File: config.mk
export PLATFORM = sky130hd
export DESIGN_NAME = if_fetch
export DESIGN_NICKNAME = d
export VERILOG_FILES = /design/src/rtl/cpu_defs.sv /design/src/rtl/if_fetch.sv
export SDC_FILE = /design/constraint.sdc
export NUM_CORES = 1
export LEC_CHECK = 0
export ABC_AREA = 1
export BUFFER_PORTS_ARGS = -buffer_cell sky130_fd_sc_hd__buf_4
export CAP_MARGIN = 20
export CORE_MARGIN = 3
export CORE_UTILIZATION = 57
export CTS_CLUSTER_DIAMETER = 120
export CTS_CLUSTER_SIZE = 10
export DETAILED_ROUTE_END_ITERATION = 8
export MAX_ROUTING_LAYER = met4
export PLACE_DENSITY = 0.86
export SLEW_MARGIN = 20
export SYNTH_ARGS = -nofsm -noshare
export SYNTH_HDL_FRONTEND = slang
export SYNTH_SLANG_ARGS = --single-unit
File: constraint.sdc
create_clock -name clk -period 5.3 [get_ports clk]
set_input_delay 0.53 -clock clk [delete_from_list [all_inputs] [get_ports clk]]
set_output_delay 0.53 -clock clk [all_outputs]
set_load 0.02 [all_outputs]
File: src/rtl/cpu_defs.sv
// cpu_defs: shared pipeline constants (fetch FSM encoding, PC defaults, stall-vector bit indices).
package cpu_defs;
    localparam int          INST_W       = 32;
    localparam logic [31:0] RESET_PC_DEF = 32'h0000_0000;
    localparam logic [31:0] PC_INC       = 32'd4;
    localparam logic [31:0] NOP_INST     = 32'h0000_0000;
    localparam int          STALL_PC     = 0;
    localparam int          STALL_ID     = 2;

    localparam logic [1:0] S_BOOT = 2'd0;
    localparam logic [1:0] S_REQ  = 2'd1;
    localparam logic [1:0] S_HOLD = 2'd2;
    localparam logic [1:0] S_DROP = 2'd3;

    // Instruction addresses are word aligned; the low two bits are discarded.
    function automatic logic [31:0] word_align(input logic [31:0] a);
        return {a[31:2], 2'b00};
    endfunction
endpackage

File: src/rtl/if_fetch.sv
// if_fetch: MIPS instruction-fetch stage; owns the PC and handshakes with the instruction memory.
// Ports: clk, rst (async active-low); stall[5:0], flush/new_pc, branch_flag/branch_target from later stages;
//        inst_req/inst_addr/inst_ack/inst_rdata memory port; stallreq_if to the stall controller;
//        if_pc/if_inst towards the IF/ID register.
module if_fetch
    import cpu_defs::*;
#(
    parameter logic [31:0] RESET_PC = RESET_PC_DEF
) (
    input  logic              clk,
    input  logic              rst,
    input  logic [5:0]        stall,
    input  logic              flush,
    input  logic [31:0]       new_pc,
    input  logic              branch_flag,
    input  logic [31:0]       branch_target,
    output logic              inst_req,
    output logic [31:0]       inst_addr,
    input  logic              inst_ack,
    input  logic [INST_W-1:0] inst_rdata,
    output logic              stallreq_if,
    output logic [31:0]       if_pc,
    output logic [INST_W-1:0] if_inst
);
    logic [1:0]        state, state_nx;
    logic [31:0]       pc, pend_target, drop_addr, next_pc;
    logic [INST_W-1:0] inst_buf;
    logic              pend_valid, adv, br_live, stall_pc, req_ack, unused_bits;

    assign stall_pc    = stall[STALL_PC];
    assign br_live     = branch_flag & ~stall[STALL_ID];
    assign req_ack     = (state == S_REQ) & inst_ack;
    assign adv         = (req_ack | (state == S_HOLD)) & ~stall_pc & ~flush;
    assign unused_bits = ^{stall[5:3], stall[1], new_pc[1:0], branch_target[1:0]};

    // A live branch beats a latched one: the latched one belongs to an older delay slot only
    // when no new branch is being resolved this cycle.
    always_comb begin
        next_pc  = br_live ? word_align(branch_target) : pend_valid ? pend_target : pc + PC_INC;
        state_nx = ((state == S_HOLD) | req_ack) & stall_pc ? S_HOLD :
                   (state == S_DROP) & ~inst_ack ? S_DROP : S_REQ;
    end

    always_ff @(posedge clk or negedge rst) begin
        if (!rst) begin
            state       <= S_BOOT;
            pc          <= word_align(RESET_PC);
            inst_buf    <= NOP_INST;
            pend_valid  <= 1'b0;
            pend_target <= '0;
            drop_addr   <= '0;
        end else if (flush) begin
            // An un-acked request cannot be withdrawn, so wait it out in DROP on its old address.
            pc         <= word_align(new_pc);
            pend_valid <= 1'b0;
            state      <= ((state == S_REQ) | (state == S_DROP)) & ~inst_ack ? S_DROP : S_REQ;
            if (state == S_REQ) drop_addr <= pc;
        end else begin
            state <= state_nx;
            if (adv) begin
                pc         <= next_pc;
                pend_valid <= 1'b0;
            end else if (br_live) begin
                pend_valid  <= 1'b1;
                pend_target <= word_align(branch_target);
            end
            if (req_ack & stall_pc) inst_buf <= inst_rdata;
        end
    end

    always_comb begin
        inst_req    = (state == S_REQ) | (state == S_DROP);
        inst_addr   = (state == S_DROP) ? drop_addr : pc;
        stallreq_if = (state == S_BOOT) | (state == S_DROP) | ((state == S_REQ) & ~inst_ack);
        if_pc       = ~flush & (req_ack | (state == S_HOLD)) ? pc : 32'h0;
        if_inst     = flush ? NOP_INST : req_ack ? inst_rdata : (state == S_HOLD) ? inst_buf : NOP_INST;
    end
endmodule
Word level (Yosys, flattened, before mapping)
Index checks and enable logic that the tools add are counted.
{"block": "word_totals", "reg_bits": 129, "out_inout_bits": 98, "inputBits": 107, "wordCells": 51}
{"block": "classes", "n_bitwise": 19, "n_eq_ne": 3, "muxes": 16, "reduce_logical": 6, "add_sub_neg": 1}
{"operator": "32-bit 2-to-1 mux", "n": 9}
{"operator": "32-bit by 3-bit adder with 32-bit output (second input constant)", "n": 1}
{"operator": "1-bit AND", "n": 10}
{"operator": "2-bit 2-to-1 mux", "n": 4}
{"operator": "1-bit NOT", "n": 5}
{"operator": "2-bit == test (second input constant)", "n": 2}
{"operator": "1-bit bitwise OR", "n": 4}
{"operator": "2-bit AND reduction", "n": 2}
{"operator": "1-bit 2-to-1 mux", "n": 3}
{"operator": "3-bit AND reduction", "n": 1}
{"operator": "3-bit nonzero test", "n": 1}
{"operator": "2-bit by 1-bit == test with 1-bit output (second input constant)", "n": 1}
{"operator": "2-bit zero test", "n": 1}
{"operator": "2-bit nonzero test", "n": 1}

Depth between registers and ports, before layout
{"block": "depth", "word_depth": 7, "depth_mapped": 13, "depth_no_buf": 13}

Least setup slack after synthesis
Ideal clock, no wire load.
{"block": "synth_timing", "path_kind": "flip-flop to output port", "start": "register state[1]", "end": "output if_inst[10]", "required_ns": 4.770, "path_buffers": 2, "slack_ns": 2.956, "path_stages_with_launch": 9, "arrival_ns": 1.814, "path_cell_list": "dfrtp_1 -> inv_1 -> ha_1 -> nand2_1 -> inv_2 -> buf_2 -> clkbuf_1 -> nor2_1 -> a211oi_1"}
{"block": "synth_between", "elab_chain_cells": 4, "elab_cells_between_ends": 6, "classes_between": "eq/ne (2); mux (3); bitwise (1)"}
{"element": "start: declaration", "line_no": "if_fetch.sv:25", "source": "logic [1:0] state, state_nx;"}
{"element": "start signal: assignment", "line_no": "if_fetch.sv:56", "source": "state <= ((state == S_REQ) | (state == S_DROP)) & ~inst_ack ? S_DROP : S_REQ;"}
{"element": "start signal: assignment", "line_no": "if_fetch.sv:59", "source": "state <= state_nx;"}
{"element": "2-bit == test or 2-bit by 1-bit == test with 1-bit output (tied branches)", "line_no": "if_fetch.sv:76, if_fetch.sv:32"}
{"element": "32-bit 2-to-1 mux or 1-bit AND (tied branches)", "line_no": "if_fetch.sv:76, if_fetch.sv:32"}
{"element": "32-bit 2-to-1 mux * (2 in series)", "line_no": "if_fetch.sv:76", "source": "if_inst = flush ? NOP_INST : req_ack ? inst_rdata : (state == S_HOLD) ? inst_buf : NOP_INST;"}
{"element": "end: declaration", "line_no": "if_fetch.sv:23", "source": "output logic [INST_W-1:0] if_inst"}
Every way passes the cells marked *; elsewhere a longest branch is shown, timed or not.

Worst setup path after layout
{"block": "layout_timing", "start": "register state[0]", "end": "output if_inst[23]"}
Same word-level chain as after synthesis.

==> out/results.txt <==
run status: complete, no violations
via count: 7371
clock tree from TritonCTS: done
fraction of power consumed by the clock network: 35.8%
Post-Syn Instances: 1020
Max Cap Viol: 0
share of flip-flops with an asynchronous set or reset after synthesis: 100.0%
clock root buffer: sky130_fd_sc_hd__clkbuf_16
Die X-Extent: 119.4 um
final layout net count: 1289
Detailed Route Iter0 Violations: 737
clock sink total: 125
relative contribution of combinational cells to total power: 26.9%
fraction of power spent switching nets: 33.02%
Total Power Consumption: 0.003578 W
Power per Cell Area: 380.4 nW/um^2
number of fillers in the final layout: 929
most common cell after layout, fill and taps aside: sky130_fd_sc_hd__nand2_1
initial core utilization: 59.76%
setup repair after global routing missed its margin: false
Arrival @ worst endpoint: 2.65 ns
number of warnings reported in the yosys synthesis log: 0
CORE AREA: 12260 um^2
critical path endpoint category: output port
transition time at the pin with the least slew margin: 1.085 ns
synthesized flop and latch total: 125
clock tree buffer depth: 2
Routed WL per cell: 15.68 um
post-route antenna net violation count: 0
Die Y: 119.4 um
top post-synthesis cells by area: sky130_fd_sc_hd__dfrtp_1 (43%), sky130_fd_sc_hd__nand2_1 (14%), sky130_fd_sc_hd__o21ai_0 (9.3%), sky130_fd_sc_hd__nor2_1 (6.5%), sky130_fd_sc_hd__inv_1 (4.9%)
final RePlAce weighted congestion: 0.9419
I/O Buffers: 192
Slew Limit Fails: 0
num rows: 40
share of post-route cells with drive strength above 1: 21.66%
HPWL Detailed: 14.59 mm
total die area: 14250 um^2
total global routing track utilization: 31.10%
antenna fix cells: 0
number of global-route vias before repair: 6922
Fmax achieved: 314.0 MHz
sequential share of power: 37.2%
antenna violations before repair: 0
DR pass1 iterations: 5
H-tree level count: 4
number of standard cells in the final layout excluding fillers: 1359
sequential share of the synthesized area: 42.69%
Cell variety after synth: 36
# resized after CTS: 0
biggest area consumer among synthesized cells: sky130_fd_sc_hd__dfrtp_1
most used flip-flop cell after synthesis: sky130_fd_sc_hd__dfrtp_1
largest fanout on the critical path: 62
netlist area before placement: 7327 um^2
clock latency on the worst-skew pair: 0.43 ns
top-area cell type share of the netlist area: 42.69%
clock buffers created by TritonCTS: 17
required time of the worst setup path: 4.77 ns
remaining design rule violation count: 0
Clk pin slew, worst setup/hold paths: 0.05 ns
ratio of final minimum period to clock period: 60.08%
Slew Limit Headroom: 27.56%
final std cell area, no fill: 9405 um^2
Syn Area/Cell: 7.183 um^2
CP startpoint kind: flip-flop
overflow left after global routing: 0
switching component of the power: 0.001181 W
post-CTS setup repair buffer count: 0
leakage power summed over all cells: 4.789 nW
WS Path Type: reg2out
Max IR drop VDD: 0.0002062 V
sum of negative setup slack: 0 ns
maximum number of pins on one net before global-route repair: 80
number of instances in the placed design: 1327
number of top-level pins: 205
Hold Path Class: in2async
area grow syn2layout: 28.36%
cts hold-fix bufs: 0
number of synthesized flops with an enable pin: 0
most used cells in the layout excluding fill and tap cells: sky130_fd_sc_hd__nand2_1 (268), sky130_fd_sc_hd__buf_4 (197), sky130_fd_sc_hd__o21ai_0 (136)
hold slack final: 0.2823 ns
total length of routed wires: 21.31 mm
placed cell areas: 8766 um^2
internal power: 0.002396 W
via count normalized by instance count: 5.424
total of endpoints with negative setup slack in the final report: 0
crit path time final: 3.184 ns
worst-case clock skew: 0.007137 ns
global-route wire length before repair: 34.47 mm
final hold viol count: 0
## per-stage QoR
step / worst slack, ns / utilization, %
4_1_cts: 2.121 / 76.70
5_1_grt: 1.911 / 76.70
3_3_place_gp: 2.298 / 71.49
3_5_place_dp: 2.273 / 71.49
6_report: 2.116 / 76.70
2_1_floorplan: 2.956 / -
## routing by layer
layer / wire [um] / part of all wire, % / up-vias / global-route usage (%)
met5: 0 / 0 / - / -
met4: 401 / 1.9 / 0 / 10.38
met3: 1707 / 8.0 / 32 / 6.173
met2: 9987 / 47 / 330 / 47.44
met1: 9209 / 43 / 3416 / 41.99
li1: - / - / 3593 / -
## worst paths after layout
kind	start	endpoint	slack, ns	cells after the start
worst min-delay path	rst	drop_addr[23]$_DFFE_PN0P_	0.28	1
worst max-delay path	state[0]$_DFF_PN0_	if_inst[23]	2.12	8
min in group clk	branch_target[14]	pend_target[14]$_DFFE_PN0P_	0.32	2
worst min register to register	drop_addr[23]$_DFFE_PN0P_	drop_addr[23]$_DFFE_PN0P_	0.48	2
worst max register to register	state[1]$_DFF_PN0_	pend_target[2]$_DFFE_PN0P_	2.43	9
max in group asynchronous	rst	pc[7]$_DFFE_PN0N_	3.82	2
## cells by family after synthesis
group	after synthesis	share of synthesized area [%]
and+or+nand+nor	468	25.92
AOI/OAI and AO/OA	228	17.13
buffers and inverters	162	8.812
DFF	125	42.69
muxes	26	3.996
xor gates and xnor gates	6	0.7172
adders and majority gates	4	0.6831
other	1	0.05118
## power by group through the flow
stage          Clock, W  Combinational [W]  Sequential [W]
2_1_floorplan         0           0.000627         0.00129
3_5_place_dp          0           0.000953         0.00133
6_report        0.00128           0.000964         0.00133
5_1_grt         0.00133            0.00108         0.00136
4_1_cts         0.00129           0.000965         0.00133
3_3_place_gp          0           0.000928         0.00133
## registers in the layout (all words and copies together), names as in the netlist
signal,flops
drop_addr,30
inst_buf,32
pend_target,30
state,2
pend_valid,1
pc,30
## cells in the mapped netlist, types with 4 or more instances
master / count
sky130_fd_sc_hd__a211oi_1: 32
sky130_fd_sc_hd__o22ai_1: 4
sky130_fd_sc_hd__xor2_1: 6
sky130_fd_sc_hd__a21oi_1: 46
sky130_fd_sc_hd__nor2_1: 127
sky130_fd_sc_hd__inv_1: 96
sky130_fd_sc_hd__buf_1: 5
sky130_fd_sc_hd__o21ai_0: 136
sky130_fd_sc_hd__nor2_2: 8
sky130_fd_sc_hd__mux2_1: 20
sky130_fd_sc_hd__buf_4: 4
sky130_fd_sc_hd__nand2_1: 268
sky130_fd_sc_hd__clkbuf_1: 46
sky130_fd_sc_hd__ha_1: 4
sky130_fd_sc_hd__buf_2: 4
sky130_fd_sc_hd__nand3_1: 47
sky130_fd_sc_hd__mux2_2: 6
sky130_fd_sc_hd__dfrtp_1: 125
sky130_fd_sc_hd__or2_2: 6
## layout make-up
cell class	instances	area [um^2]	share of cell area (%)
multi-input cells	736	3567	37.93
flip-flops and latches	125	3128	33.26
repair buffers	197	1479	15.72
clock buffers	21	450.4	4.789
inverters	101	381.6	4.057
well taps	168	210.2	2.235
clock inverters	11	188.9	2.009
## worst max-delay path, cell delays in order, from the launching register on
cell                       delay [ns]
sky130_fd_sc_hd__dfrtp_1         0.40
sky130_fd_sc_hd__ha_1            0.25
sky130_fd_sc_hd__nand2_1         0.12
sky130_fd_sc_hd__inv_2           0.05
sky130_fd_sc_hd__nor2_2          0.15
sky130_fd_sc_hd__nor2_1          0.09
sky130_fd_sc_hd__inv_2           0.79
sky130_fd_sc_hd__a211oi_1        0.15
sky130_fd_sc_hd__buf_4           0.23
No activity file was read; power rests on OpenSTA's default activity.
